File: src/rtl/cache_mem_arbiter_pkg.sv
// Shared types for the I/D cache to memory arbiter.
// Line/address widths follow the LC-3b cache types; arbiter state encoding lives here.
package cache_mem_arbiter_pkg;

    localparam int ADDR_W           = 16;
    localparam int DATA_W           = 128;
    localparam int SEL_W            = 16;
    localparam int BURST_W          = 4;
    localparam int DEF_MAX_D_BURST  = 4;

    typedef logic [ADDR_W-1:0]  lc3b_word;
    typedef logic [DATA_W-1:0]  lc3b_data;
    typedef logic [SEL_W-1:0]   lc3b_mem_wmask;
    typedef logic [BURST_W-1:0] arb_burst_t;

    typedef enum logic [1:0] {
        ARB_IDLE    = 2'd0,
        ARB_SERVE_I = 2'd1,
        ARB_SERVE_D = 2'd2
    } lc3b_arb_state;

    function automatic arb_burst_t burst_inc(input arb_burst_t cur, input arb_burst_t max);
        return (cur >= max) ? max : cur + 1'b1;
    endfunction

endpackage

File: src/rtl/cache_mem_arbiter_if.sv
// stb/cyc/resp/retry memory bus shared by the I-cache, D-cache and physical memory port.
// The requester side is the master; rdata/resp/retry flow back from the slave.
interface cache_mem_arbiter_if;
    import cache_mem_arbiter_pkg::*;

    lc3b_word      address;
    lc3b_data      wdata;
    logic          write;
    lc3b_mem_wmask byte_enable;
    logic          stb;
    logic          cyc;
    lc3b_data      rdata;
    logic          resp;
    logic          retry;

    modport master (
        output address, wdata, write, byte_enable, stb, cyc,
        input  rdata, resp, retry
    );

    modport slave (
        input  address, wdata, write, byte_enable, stb, cyc,
        output rdata, resp, retry
    );

endinterface

File: src/rtl/cache_mem_arbiter_select.sv
// Combinational grant pick: D wins ties unless the waiting I side has hit the D burst cap.
// Zero latency; no state.
module cache_arb_select
    import cache_mem_arbiter_pkg::*;
#(
    parameter int MAX_D_BURST = DEF_MAX_D_BURST
) (
    input  logic       i_valid_i,
    input  logic       d_valid_i,
    input  arb_burst_t d_burst_i,
    output logic       grant_i_o,
    output logic       grant_d_o
);

    logic i_starved;

    assign i_starved = i_valid_i && (d_burst_i == BURST_W'(MAX_D_BURST));
    assign grant_d_o = d_valid_i && !i_starved;
    assign grant_i_o = i_valid_i && !grant_d_o;

endmodule

File: src/rtl/cache_mem_arbiter.sv
// Merges I-cache and D-cache line traffic onto one memory port, one transaction at a time.
// One IDLE cycle of arbitration per grant; requesters wait (stb/cyc held) until resp or retry.
module cache_mem_arbiter
    import cache_mem_arbiter_pkg::*;
#(
    parameter int MAX_D_BURST = DEF_MAX_D_BURST
) (
    input  logic                 clk,
    input  logic                 rst_n,
    cache_mem_arbiter_if.slave   i_bus,
    cache_mem_arbiter_if.slave   d_bus,
    cache_mem_arbiter_if.master  mem_bus
);

    lc3b_arb_state state_q;
    arb_burst_t    d_burst_q, d_burst_d;
    lc3b_word      mem_address_q;
    lc3b_data      mem_wdata_q;
    logic          mem_write_q;
    lc3b_mem_wmask mem_be_q;

    logic i_valid, d_valid, grant_i, grant_d;
    logic live_i, live_d;

    assign i_valid = i_bus.stb && i_bus.cyc;
    assign d_valid = d_bus.stb && d_bus.cyc;

    cache_arb_select #(.MAX_D_BURST(MAX_D_BURST)) u_select (
        .i_valid_i (i_valid),
        .d_valid_i (d_valid),
        .d_burst_i (d_burst_q),
        .grant_i_o (grant_i),
        .grant_d_o (grant_d)
    );

    // Burst only counts D grants that actually made I wait.
    always_comb begin
        d_burst_d = d_burst_q;
        if (state_q == ARB_IDLE) begin
            if (grant_d)
                d_burst_d = i_valid ? burst_inc(d_burst_q, BURST_W'(MAX_D_BURST)) : '0;
            else if (grant_i)
                d_burst_d = '0;
        end
    end

    always_ff @(posedge clk or negedge rst_n) begin
        if (!rst_n) begin
            state_q       <= ARB_IDLE;
            d_burst_q     <= '0;
            mem_address_q <= '0;
            mem_wdata_q   <= '0;
            mem_write_q   <= 1'b0;
            mem_be_q      <= '0;
        end else begin
            d_burst_q <= d_burst_d;
            case (state_q)
                ARB_IDLE: begin
                    if (grant_d) begin
                        mem_address_q <= d_bus.address;
                        mem_wdata_q   <= d_bus.wdata;
                        mem_write_q   <= d_bus.write;
                        mem_be_q      <= d_bus.byte_enable;
                        state_q       <= ARB_SERVE_D;
                    end else if (grant_i) begin
                        mem_address_q <= i_bus.address;
                        mem_wdata_q   <= '0;
                        mem_write_q   <= 1'b0;
                        mem_be_q      <= '1;
                        state_q       <= ARB_SERVE_I;
                    end
                end
                ARB_SERVE_I: begin
                    if (!i_bus.cyc || mem_bus.resp || mem_bus.retry)
                        state_q <= ARB_IDLE;
                end
                ARB_SERVE_D: begin
                    if (!d_bus.cyc || mem_bus.resp || mem_bus.retry)
                        state_q <= ARB_IDLE;
                end
                default: state_q <= ARB_IDLE;
            endcase
        end
    end

    // A granted requester dropping cyc kills the bus and swallows any completion that cycle.
    assign live_i = (state_q == ARB_SERVE_I) && i_bus.cyc;
    assign live_d = (state_q == ARB_SERVE_D) && d_bus.cyc;

    assign mem_bus.address     = mem_address_q;
    assign mem_bus.wdata       = mem_wdata_q;
    assign mem_bus.write       = mem_write_q;
    assign mem_bus.byte_enable = mem_be_q;
    assign mem_bus.stb         = live_i || live_d;
    assign mem_bus.cyc         = live_i || live_d;

    assign i_bus.rdata = mem_bus.rdata;
    assign i_bus.resp  = live_i && mem_bus.resp;
    assign i_bus.retry = live_i && mem_bus.retry;
    assign d_bus.rdata = mem_bus.rdata;
    assign d_bus.resp  = live_d && mem_bus.resp;
    assign d_bus.retry = live_d && mem_bus.retry;

    logic unused_i_side;
    assign unused_i_side = ^{i_bus.wdata, i_bus.write, i_bus.byte_enable};

endmodule

File: src/flat_wrapper.sv
// flat-port wrapper written by rule: the top's interface ports become plain ports
module cache_mem_arbiter_flat import cache_mem_arbiter_pkg::*;
#(
    parameter int MAX_D_BURST = DEF_MAX_D_BURST
)
  (clk, rst_n, i_bus_address, i_bus_wdata, i_bus_write, i_bus_byte_enable, i_bus_stb, i_bus_cyc, i_bus_rdata, i_bus_resp, i_bus_retry, d_bus_address, d_bus_wdata, d_bus_write, d_bus_byte_enable, d_bus_stb, d_bus_cyc, d_bus_rdata, d_bus_resp, d_bus_retry, mem_bus_address, mem_bus_wdata, mem_bus_write, mem_bus_byte_enable, mem_bus_stb, mem_bus_cyc, mem_bus_rdata, mem_bus_resp, mem_bus_retry);
  cache_mem_arbiter_if i_bus_i ();
  cache_mem_arbiter_if d_bus_i ();
  cache_mem_arbiter_if mem_bus_i ();
  input  logic clk;
  input  logic rst_n;
  input wire logic [$bits(i_bus_i.address)-1:0] i_bus_address;
  input wire logic [$bits(i_bus_i.wdata)-1:0] i_bus_wdata;
  input wire logic [$bits(i_bus_i.write)-1:0] i_bus_write;
  input wire logic [$bits(i_bus_i.byte_enable)-1:0] i_bus_byte_enable;
  input wire logic [$bits(i_bus_i.stb)-1:0] i_bus_stb;
  input wire logic [$bits(i_bus_i.cyc)-1:0] i_bus_cyc;
  output wire logic [$bits(i_bus_i.rdata)-1:0] i_bus_rdata;
  output wire logic [$bits(i_bus_i.resp)-1:0] i_bus_resp;
  output wire logic [$bits(i_bus_i.retry)-1:0] i_bus_retry;
  input wire logic [$bits(d_bus_i.address)-1:0] d_bus_address;
  input wire logic [$bits(d_bus_i.wdata)-1:0] d_bus_wdata;
  input wire logic [$bits(d_bus_i.write)-1:0] d_bus_write;
  input wire logic [$bits(d_bus_i.byte_enable)-1:0] d_bus_byte_enable;
  input wire logic [$bits(d_bus_i.stb)-1:0] d_bus_stb;
  input wire logic [$bits(d_bus_i.cyc)-1:0] d_bus_cyc;
  output wire logic [$bits(d_bus_i.rdata)-1:0] d_bus_rdata;
  output wire logic [$bits(d_bus_i.resp)-1:0] d_bus_resp;
  output wire logic [$bits(d_bus_i.retry)-1:0] d_bus_retry;
  output wire logic [$bits(mem_bus_i.address)-1:0] mem_bus_address;
  output wire logic [$bits(mem_bus_i.wdata)-1:0] mem_bus_wdata;
  output wire logic [$bits(mem_bus_i.write)-1:0] mem_bus_write;
  output wire logic [$bits(mem_bus_i.byte_enable)-1:0] mem_bus_byte_enable;
  output wire logic [$bits(mem_bus_i.stb)-1:0] mem_bus_stb;
  output wire logic [$bits(mem_bus_i.cyc)-1:0] mem_bus_cyc;
  input wire logic [$bits(mem_bus_i.rdata)-1:0] mem_bus_rdata;
  input wire logic [$bits(mem_bus_i.resp)-1:0] mem_bus_resp;
  input wire logic [$bits(mem_bus_i.retry)-1:0] mem_bus_retry;
  assign i_bus_i.address = i_bus_address;
  assign i_bus_i.wdata = i_bus_wdata;
  assign i_bus_i.write = i_bus_write;
  assign i_bus_i.byte_enable = i_bus_byte_enable;
  assign i_bus_i.stb = i_bus_stb;
  assign i_bus_i.cyc = i_bus_cyc;
  assign i_bus_rdata = i_bus_i.rdata;
  assign i_bus_resp = i_bus_i.resp;
  assign i_bus_retry = i_bus_i.retry;
  assign d_bus_i.address = d_bus_address;
  assign d_bus_i.wdata = d_bus_wdata;
  assign d_bus_i.write = d_bus_write;
  assign d_bus_i.byte_enable = d_bus_byte_enable;
  assign d_bus_i.stb = d_bus_stb;
  assign d_bus_i.cyc = d_bus_cyc;
  assign d_bus_rdata = d_bus_i.rdata;
  assign d_bus_resp = d_bus_i.resp;
  assign d_bus_retry = d_bus_i.retry;
  assign mem_bus_address = mem_bus_i.address;
  assign mem_bus_wdata = mem_bus_i.wdata;
  assign mem_bus_write = mem_bus_i.write;
  assign mem_bus_byte_enable = mem_bus_i.byte_enable;
  assign mem_bus_stb = mem_bus_i.stb;
  assign mem_bus_cyc = mem_bus_i.cyc;
  assign mem_bus_i.rdata = mem_bus_rdata;
  assign mem_bus_i.resp = mem_bus_resp;
  assign mem_bus_i.retry = mem_bus_retry;
  cache_mem_arbiter #(.MAX_D_BURST(MAX_D_BURST)) u_core (.clk(clk), .rst_n(rst_n), .i_bus(i_bus_i), .d_bus(d_bus_i), .mem_bus(mem_bus_i));
endmodule
File: config.mk
export PLATFORM = sky130hd
export DESIGN_NAME = cache_mem_arbiter_flat
export DESIGN_NICKNAME = d
export VERILOG_FILES = /design/src/rtl/cache_mem_arbiter_pkg.sv /design/src/rtl/cache_mem_arbiter_if.sv /design/src/rtl/cache_mem_arbiter_select.sv /design/src/rtl/cache_mem_arbiter.sv /design/src/flat_wrapper.sv
export SDC_FILE = /design/constraint.sdc
export NUM_CORES = 1
export LEC_CHECK = 0
export CAP_MARGIN = 20
export CORE_AREA = 2 2 344 346
export DETAILED_ROUTE_END_ITERATION = 12
export DIE_AREA = 0 0 346 348
export DONT_BUFFER_PORTS = 1
export PLACE_DENSITY = 0.3
export SYNTH_ARGS = -nofsm -noshare
export SYNTH_HDL_FRONTEND = slang
export SYNTH_SLANG_ARGS = --single-unit
File: constraint.sdc
create_clock -name clk -period 1.6 [get_ports clk]
set_clock_uncertainty 0.1 [all_clocks]
set_input_delay 0.24 -clock clk [delete_from_list [all_inputs] [get_ports clk]]
set_output_delay 0.24 -clock clk [all_outputs]
set_load 0.005 [all_outputs]
=== Yosys cells after proc, flatten, opt, wreduce, memory -nomap -nowiden ===
Index checks and enable logic that the tools add are counted.

* $add $sub $neg: 1
* Order comparisons: 1
* Equal/unequal tests: 6
* Multiplexer cells: 17
* Reductions and logical operators: 24

{| class="wikitable"
|+ Operators with widths
! kind !! number
|-
| two-way mux 128 bit || 2
|-
| two-way mux 16 bit || 4
|-
| two-way mux 4 bit || 4
|-
| logical AND 1 bit || 11
|-
| two-way mux 2 bit || 4
|-
| case mux 2 bit (3 select lines) || 1
|-
| logical OR 1 bit || 5
|-
| adder 4 x 1 -> 4 bit (second input constant) || 1
|-
| == test 4 x 3 -> 1 bit (second input constant) || 1
|-
| >= comparator 4 x 3 -> 1 bit (second input constant) || 1
|-
| logical NOT 1 bit || 4
|-
| != test 2 x 1 -> 1 bit (second input constant) || 2
|-
| != test 3 x 2 -> 1 bit (second input constant) || 1
|-
| AND reduction 3 bit || 1
|-
| == test 2 x 1 -> 1 bit (second input constant) || 1
|-
| == test 2 bit (second input constant) || 1
|-
| logical NOT 2 bit || 1
|-
| two-way mux 1 bit || 2
|-
| AND reduction 2 bit || 1
|-
| nonzero test 2 bit || 1
|}

* Register bits after elaboration: 167
* Bits of input ports: 458
* Output and inout port bits: 423
* Logic and storage cells: 55

=== Depth between registers and ports, before layout ===
Gate-level depths: netlist (run 1).

* Depth after elaboration: 9
* Gate-level depth with buffers: 8

=== By module ===
Synthesis (run 1) repeated with hierarchy kept, for this count alone.

* Cell total of the unflattened synthesis: 678
* Area, all modules: 8176.6 µm²

{| class="wikitable"
|+ Modules (own cells, without submodules)
! module !! instances !! cells each !! area each (µm²) !! sequential area each (µm²)
|-
| cache_mem_arbiter || 1 || 674 || 8136.6 || 4179.0
|-
| cache_arb_select || 1 || 4 || 40.0 || 0.0
|}

=== Worst setup path after synthesis (run 1) ===
OpenSTA, ideal clock, no wires.

* Path kind: flip-flop to flip-flop
* Start: reg u_core.d_burst_q[0]
* End: reg u_core.mem_wdata_q[100], in the netlist u_core.mem_bus.wdata[100]
* Data arrival time: 1.606 ns
* Slack: -0.173 ns
* Cell stages (with the launch flop): 9
* Buffers on the path: 3
* Period minus slack after synthesis: 1.773 ns
* Path through: dfrtp_1 -> inv_1 -> ha_1 -> and3b_1 -> buf_2 -> a211oi_4 -> buf_6 -> buf_6 -> a22o_1

* Cells in the longest elaborated chain, start to end: 8
* Elaborated cells between the ends (all ways): 9
* Those cells by class: 1 x eq/ne; 1 x mux; 7 x reduce/logical

{| class="wikitable"
|+ Ends and longest elaborated chain
! what !! RTL line !! RTL
|-
| start: declaration || cache_mem_arbiter.sv:16 || <nowiki>arb_burst_t d_burst_q, d_burst_d;</nowiki>
|-
| start signal: assignment || cache_mem_arbiter.sv:56 || <nowiki>d_burst_q <= d_burst_d;</nowiki>
|-
| == test 4 x 3 -> 1 bit * || cache_mem_arbiter_select.sv:17 || <nowiki>assign i_starved = i_valid_i && (d_burst_i == BURST_W'(MAX_D_BURST));</nowiki>
|-
| logical AND 1 bit * || cache_mem_arbiter_select.sv:17 ||
|-
| logical NOT 1 bit * || cache_mem_arbiter_select.sv:18 || <nowiki>assign grant_d_o = d_valid_i && !i_starved;</nowiki>
|-
| logical AND 1 bit * || cache_mem_arbiter_select.sv:18 ||
|-
| logical NOT 1 bit || cache_mem_arbiter_select.sv:19 || <nowiki>assign grant_i_o = i_valid_i && !grant_d_o;</nowiki>
|-
| logical AND 1 bit || cache_mem_arbiter_select.sv:19 ||
|-
| nonzero test 2 bit (no source line) || n/a ||
|-
| AND reduction 2 bit (no source line) || n/a ||
|-
| end signal: assignment || cache_mem_arbiter.sv:61 || <nowiki>mem_wdata_q <= d_bus.wdata;</nowiki>
|-
| end: declaration || cache_mem_arbiter.sv:18 || <nowiki>lc3b_data mem_wdata_q;</nowiki>
|}

Every way passes the cells marked *; elsewhere a longest branch is shown, timed or not.
A chain may end at the register's enable or synchronous reset.

=== Worst setup path in the final report (run 1) ===
* Start: reg u_core.d_burst_q[1]
* End: reg u_core.mem_wdata_q[45], in the netlist u_core.mem_bus.wdata[45]

The elaborated chain is that of the path after synthesis.

==> results.sh, run 1 <==
export IMPL_outcome="finished, violations left"
export IMPL_failed_checks="negative hold slack, negative setup slack"
export IMPL_drtAntennaViolNets=0
export IMPL_numCtsBuffers=17
export IMPL_drc=0
export IMPL_finalHoldViolations=167
export IMPL_irDropWorstVdd_v=0.000947
export IMPL_r2r_cells=7
export IMPL_tritoncts="done"
export IMPL_crit_chain="inv_2 -> ha_4 -> and3b_2 -> a211oi_4 -> buf_12 -> buf_16 -> a22o_1"
export IMPL_initial_core_util_pct=7.17
export IMPL_cp_arrival_ps=2240
export IMPL_globalplace_congestion=0.671
export IMPL_clk_pin_slew_ps=80
export IMPL_cts_sinks=167
export IMPL_netlist_area_leader_share_pct=49.8
export IMPL_hold_buffers=184
export IMPL_worst_slack_ps=-293
export IMPL_r2r_slack_ps=-290
export IMPL_root_buffer="clkbuf_16"
export IMPL_cts_max_level=4
export IMPL_setup_worst_path_class="flip-flop to flip-flop"
export IMPL_rsz0062_at_grt="yes"
export IMPL_dp_final_hpwl_um=23400
export IMPL_synth_edf_count=0
export IMPL_max_stage_delay_ps=370
export IMPL_avgSynthCellArea_sq_um=11.6
export IMPL_overflow=0
export IMPL_tightest_slew_ps=396
export IMPL_slowest_stage="dfrtp_1"
export IMPL_maxSlewHeadroom_pct=73.6
export IMPL_antenna_found_initial=9
export IMPL_synth_ff_latch_count=167
export IMPL_finalCritPeriodShare_pct=118
export IMPL_synthArstFlopShare_pct=100
export IMPL_hold_ws_ps=-683
export IMPL_grt_pass1_vias=6006
export IMPL_core_area_sq_mm=0.117
export IMPL_setup_viol=167
export IMPL_p_leak_nw=4.38
export IMPL_syn_inst=722
export IMPL_fmax_ghz=0.528
export IMPL_maxCapViolCount=0
export IMPL_hold_class="input pin to asynchronous set/reset pin"
export IMPL_power_frac_comb_pct=16.3
export IMPL_std_cell_rows=126
export IMPL_internal_power_w=0.00792
export IMPL_cp_num_cells=7
export IMPL_p_seq_share_pct=48.1
export IMPL_powerDensity_mw_per_mm2=1010
export IMPL_synth_ff_type="dfrtp_1"
export IMPL_syn_to_final_growth_pct=37.1
export IMPL_nFillCells=13400
export IMPL_first_pass_iters=4
export IMPL_critPathBufInv=3
export IMPL_place_ws_ps=-330
export IMPL_yosysUniqueCellTypes=32
export IMPL_synth_fp_nets=1182
export IMPL_switchingPower_w=0.00366
export IMPL_num_vias=5503
export IMPL_postLayoutCoreUtil_pct=9.84
export IMPL_slew_viol_final=0
export IMPL_via_per_inst=2.46
export IMPL_synth_largest_area_cell="dfrtp_1"
export IMPL_io_buffers=0
export IMPL_die_w_um=346
export IMPL_startpoint_type="flip-flop"
export IMPL_min_period_ps=1890
export IMPL_nets=1147
export IMPL_synth_area_sq_mm=0.00839
export IMPL_worst_setup_path_end_kind="flip-flop"
export IMPL_netlist_top_cells_area="dfrtp_1 50%, buf_4 23%, a22o_1 14%"
export IMPL_clock_path_buffers=2
export IMPL_layout_drive_gt1_share_pct=18.5
export IMPL_die_area_sq_mm=0.120
export IMPL_synth_seq_area_share_pct=49.8
export IMPL_clkPwrFrac_pct=35.6
export IMPL_drt_iter0_markers=286
export IMPL_clock_latency_ps=520
export IMPL_pin_count=881
export IMPL_grt_pass1_wl_um=45500
export IMPL_synth_warning_count=0
export IMPL_crit_path_max_fanout=35
export IMPL_p_sw_share_pct=31.6
export IMPL_grtUsageTotal_pct=5.54
export IMPL_crit_family="buffers and inverters"
export IMPL_routedWlPerCell_um=15.9
export IMPL_total_power_w=0.0116
export IMPL_worstPathRequired_ps=1940
export IMPL_grt_max_degree=168
export IMPL_die_h_um=348
export IMPL_drt_wl_total_um=35600
-- power by group through the flow --
stage               combinational [W]  sequential (W)  clock [W]
global route                  0.00209         0.00568    0.00462
global placement              0.00123         0.00571          0
finish                        0.00189         0.00557    0.00412
detailed placement            0.00127         0.00565          0
floorplan                     0.00140         0.00531          0
CTS                           0.00172         0.00561    0.00455
-- synth_stat cells (all sizes together), types with 2 or more instances --
| cell type | n |
|---|---|
| dfrtp | 167 |
| o21ai | 18 |
| a22o | 130 |
| and2 | 5 |
| o22a | 16 |
| buf | 287 |
| ha | 2 |
| clkbuf | 16 |
| o211ai | 2 |
| and4 | 2 |
| nand3 | 17 |
| a21oi | 3 |
| nand2 | 5 |
| nor2 | 4 |
| inv | 3 |
| o2111ai | 32 |
| or2 | 2 |
-- through the flow --
step | TNS [ps] | area, sq um | instances
2_1_floorplan | -15260 | 8410 | 722
3_3_place_gp | -39360 | 8510 | 1994
3_5_place_dp | -38550 | 8510 | 1994
4_1_cts | -39530 | 11100 | 2216
5_1_grt | -50200 | 11500 | 2235
6_report | -36160 | 11500 | 2239
-- worst paths after layout --
path	from	to
min in group clk	d_bus_cyc	u_core.mem_bus.address[0]
max reg2reg	u_core.d_burst_q[1]	u_core.mem_bus.wdata[45]
min reg2reg	u_core.mem_bus.byte_enable[12]	u_core.mem_bus.byte_enable[12]
max in group asynchronous	rst_n	u_core.mem_bus.wdata[12]
min	rst_n	u_core.mem_bus.wdata[86]
max	u_core.d_burst_q[1]	u_core.mem_bus.wdata[45]
-- cell families after synthesis --
kind of cell	synth area share (%)
flops	49.8
fa+ha+maj	0.298
mux	0.134
buf+inv	26.6
simple gates	2.71
compound gates	20.5
-- flip-flops by register name, indices dropped and copies added, names as in the netlist --
register                    cells
u_core.mem_bus.address         16
u_core.state_q                  2
u_core.d_burst_q                4
u_core.mem_bus.wdata          128
u_core.mem_bus.write            1
u_core.mem_bus.byte_enable     16
-- metal layers --
metal	up-vias	GRT usage, %	part of all wire (%)
li1	2288	-	-
met1	2660	5.39	36
met2	383	8.00	44
met3	166	3.72	13
met4	6	4.87	6.4
met5	-	0	0.12
-- what timing repair did --
| action | CTS | global route |
|---|---|---|
| buffers inserted | 5 | 14 |
| cloned | 2 | 7 |
| setup endpoints to repair | 168 | 172 |
| pin swaps | 27 | 19 |
| hold endpoints to repair | 331 | 167 |
| resized for setup | 23 | 46 |
-- cell type report --
type	count	area [sq um]	area share, %
multi-input combinational	249	2190	19.0
timing repair buffer	249	2670	23.2
inverter	3	15.0	0.130
tap	1536	1920	16.7
sequential	167	4180	36.3
clock inverter	13	97.6	0.848
clock buffer	18	429	3.73
antenna	4	10.0	0.0870
-- layout by cell type, fill, tap and decap left out, types with 6 or more instances in the layout --
master         Yosys  routed
clkbuf_16          0      21
o2111ai_2          0      14
o2111ai_1         32      16
buf_12             0       9
a22o_1           130     130
dfrtp_1          167     167
o22a_1            16      16
buf_8              0       6
nand3_1           17      16
o21ai_0           17      17
buf_4            258      34
dlygate4sd3_1      0     184
buf_6             12       8
Power figures use the tool's default switching activity.
==> inputs of run 2 (changes only) <==
CORE_AREA = 2 2 339 341   (was 2 2 344 346)
DIE_AREA = 0 0 341 343   (was 0 0 346 348)
SYNTH_HIERARCHICAL = 1   (was default)
==> run 2 against run 1 <==
Against the previous run:
- the flow still finishes with violations (negative hold slack, negative setup slack)
- first-iteration DRC count fell by 20%
- count of clock-buffer cells in the layout up 4
- critical path depth is 1 higher
==> results.sh, run 2 <==
export IMPL_outcome="finished, violations left"
export IMPL_failed_checks="negative hold slack, negative setup slack"
export IMPL_nFillCells=12900
export IMPL_synth_largest_area_cell="dfrtp_1"
export IMPL_drtAntennaViolNets=0
export IMPL_clock_latency_ps=500
export IMPL_powerDensity_mw_per_mm2=1090
export IMPL_finalCritPeriodShare_pct=126
export IMPL_finalHoldViolations=167
export IMPL_drt_iter0_markers=229
export IMPL_largest_reg_flops=128
export IMPL_fmax_ghz=0.497
export IMPL_setup_viol=170
export IMPL_layout_commonest_cell="dlygate4sd3_1"
export IMPL_avgSynthCellArea_sq_um=12.1
export IMPL_synth_ff_latch_count=167
export IMPL_syn_inst=678
export IMPL_pin_count=881
export IMPL_crit_path_max_fanout=7
export IMPL_tightest_slew_ps=444
export IMPL_cp_arrival_ps=2300
export IMPL_netlist_top_cells_area="dfrtp_1 51%, buf_4 24%, a22o_1 14%"
export IMPL_layout_drive_gt1_share_pct=20.5
export IMPL_irDropWorstVdd_v=0.000883
export IMPL_yosysUniqueCellTypes=27
export IMPL_max_stage_delay_ps=410
export IMPL_synth_edf_count=0
export IMPL_multi_input_area_sq_mm=0.00197
export IMPL_globalplace_congestion=0.700
export IMPL_worst_slack_ps=-414
export IMPL_postLayoutCoreUtil_pct=9.95
export IMPL_crit_path_frequent_cell="buf_12"
export IMPL_setup_worst_path_class="flip-flop to flip-flop"
export IMPL_critPathBufInv=4
export IMPL_hold_class="input pin to asynchronous set/reset pin"
export IMPL_synthArstFlopShare_pct=100
export IMPL_tritoncts="done"
export IMPL_r2r_slack_ps=-410
export IMPL_die_area_sq_mm=0.117
export IMPL_stdcell_count=2172
export IMPL_root_buffer="clkbuf_16"
export IMPL_synth_most_common_cell="buf_4"
export IMPL_grt_pass1_wl_um=51000
export IMPL_cts_max_level=4
export IMPL_synthTopCellsByCount="263 x buf_4, 167 x dfrtp_1, 130 x a22o_1, 32 x mux2_2, 19 x buf_2"
export IMPL_crit_chain="nor4b_4 -> buf_4 -> a21oi_4 -> nor3b_4 -> buf_12 -> buf_12 -> clkbuf_16 -> a22o_1"
export IMPL_initial_core_util_pct=7.21
export IMPL_hold_buffers=182
export IMPL_grtUsageTotal_pct=6.63
export IMPL_startpoint_type="flip-flop"
export IMPL_clock_path_buffers=2
export IMPL_seq_area_sq_mm=0.00418
export IMPL_routedWlPerCell_um=18.5
export IMPL_crit_family="buffers and inverters"
export IMPL_overflow=0
export IMPL_hold_ws_ps=-668
export IMPL_dp_final_hpwl_um=29700
export IMPL_first_pass_iters=4
export IMPL_antenna_found_initial=20
export IMPL_place_ws_ps=-424
export IMPL_synth_area_sq_mm=0.00818
export IMPL_core_area_sq_mm=0.113
export IMPL_netlist_area_leader_share_pct=51.1
export IMPL_num_vias=5106
export IMPL_io_buffers=0
export IMPL_slowest_stage="dfrtp_1"
export IMPL_rsz0062_at_grt="yes"
export IMPL_drt_wl_total_um=40100
export IMPL_synth_fp_nets=1137
export IMPL_synth_ff_type="dfrtp_1"
export IMPL_clk_pin_slew_ps=70
export IMPL_r2r_start="u_core/d_burst_q[1]"
export IMPL_syn_to_final_growth_pct=38.0
export IMPL_synth_seq_area_share_pct=51.1
export IMPL_slew_viol_final=0
export IMPL_min_period_ps=2010
export IMPL_layout_common_cells="182 x dlygate4sd3_1, 165 x dfrtp_1, 130 x a22o_1"
export IMPL_std_cell_rows=124
export IMPL_maxSlewHeadroom_pct=70.0
export IMPL_cts_sinks=167
export IMPL_maxCapViolCount=0
export IMPL_r2r_cells=8
export IMPL_drc=0
export IMPL_numCtsBuffers=17
export IMPL_timing_rr_end="u_core/mem_bus.wdata[68]"
export IMPL_via_per_inst=2.35
export IMPL_worstPathRequired_ps=1880
export IMPL_grt_max_degree=168
export IMPL_dp_cells=1925
export IMPL_nets=1097
export IMPL_p_leak_nw=4.36
export IMPL_die_h_um=343
export IMPL_grt_pass1_vias=5675
export IMPL_worst_setup_path_end_kind="flip-flop"
export IMPL_synth_warning_count=6
export IMPL_die_w_um=341
-- run 2: changes by cell type in the layout (fill, tap and decap cells not counted), sizes merged, moves of 4 or more --
cell     before  now
nor2          4   10
nand3        17    0
o21ai        18    3
mux2          1   32
diode         4   10
buf          61   50
nor3          0    4
o2111ai      32    0
-- run 2: area by class of cell --
class | count | share of cell area [%]
Sequential cell | 167 | 37.1
Timing Repair Buffer | 234 | 23.0
Tap cell | 1512 | 16.8
Multi-Input combinational cell | 214 | 17.5
Inverter | 4 | 0.133
Clock inverter | 9 | 1.02
Antenna cell | 10 | 0.222
Clock buffer | 22 | 4.29
-- run 2: routing by layer --
metal  wire [um]  vias to the layer above  global-route usage [%]
met3        6120                      190                    4.60
met2       17200                      390                    9.38
met4        2520                       28                    5.16
met5         186                        -                       0
li1            -                     2060                       -
met1       14100                     2438                    6.77
-- run 2: repair_timing --
item / 4_1_cts / 5_1_grt
setup buffers: 11 / 6
hold endpoints to repair: 331 / 167
cloned: 5 / 3
setup endpoints to repair: 172 / 173
gates resized for setup: 41 / 11
pin swaps: 28 / 15
-- run 2: cells by family (layout without fill, tap and decap cells) --
| group | Yosys count | in the layout | synth area share (%) |
|---|---|---|---|
| adders and majority gates | 1 | 1 | 0.153 |
| other | 0 | 10 | 0 |
| DFF | 167 | 167 | 51.1 |
| muxes | 32 | 32 | 4.41 |
| buffers and inverters | 297 | 269 | 26.0 |
| AOI/OAI and AO/OA | 155 | 155 | 16.4 |
| and+or+nand+nor | 26 | 26 | 1.93 |
-- run 2: per-stage QoR --
| stage | setup TNS [ps] | total power, W | cell area, sq um |
|---|---|---|---|
| 6_report | -58310 | 0.0123 | 11300 |
| 5_1_grt | -70830 | 0.0131 | 11300 |
| 3_5_place_dp | -55390 | 0.00723 | 8280 |
| 2_1_floorplan | -27310 | 0.00691 | 8200 |
| 4_1_cts | -59250 | 0.0127 | 11100 |
| 3_3_place_gp | -53220 | 0.00724 | 8280 |
-- run 2: how the worst max path moves through the flow --
stage / startpoint / endpoint / depth (start not counted)
floorplan: u_core/d_burst_q[1] / u_core/mem_bus.address[0] / 6
global placement: u_core/d_burst_q[2] / u_core/mem_bus.wdata[126] / 6
detailed placement: u_core/d_burst_q[2] / u_core/mem_bus.wdata[98] / 6
CTS: u_core/d_burst_q[3] / u_core/mem_bus.wdata[17] / 7
global route: u_core/d_burst_q[2] / u_core/mem_bus.wdata[41] / 7
finish: u_core/d_burst_q[1] / u_core/mem_bus.wdata[68] / 8
-- run 2: power breakdown --
group          internal [W]  switching [W]
Combinational       0.00116       0.000748
Sequential          0.00495       0.000983
Clock               0.00247        0.00203
Total               0.00858        0.00376
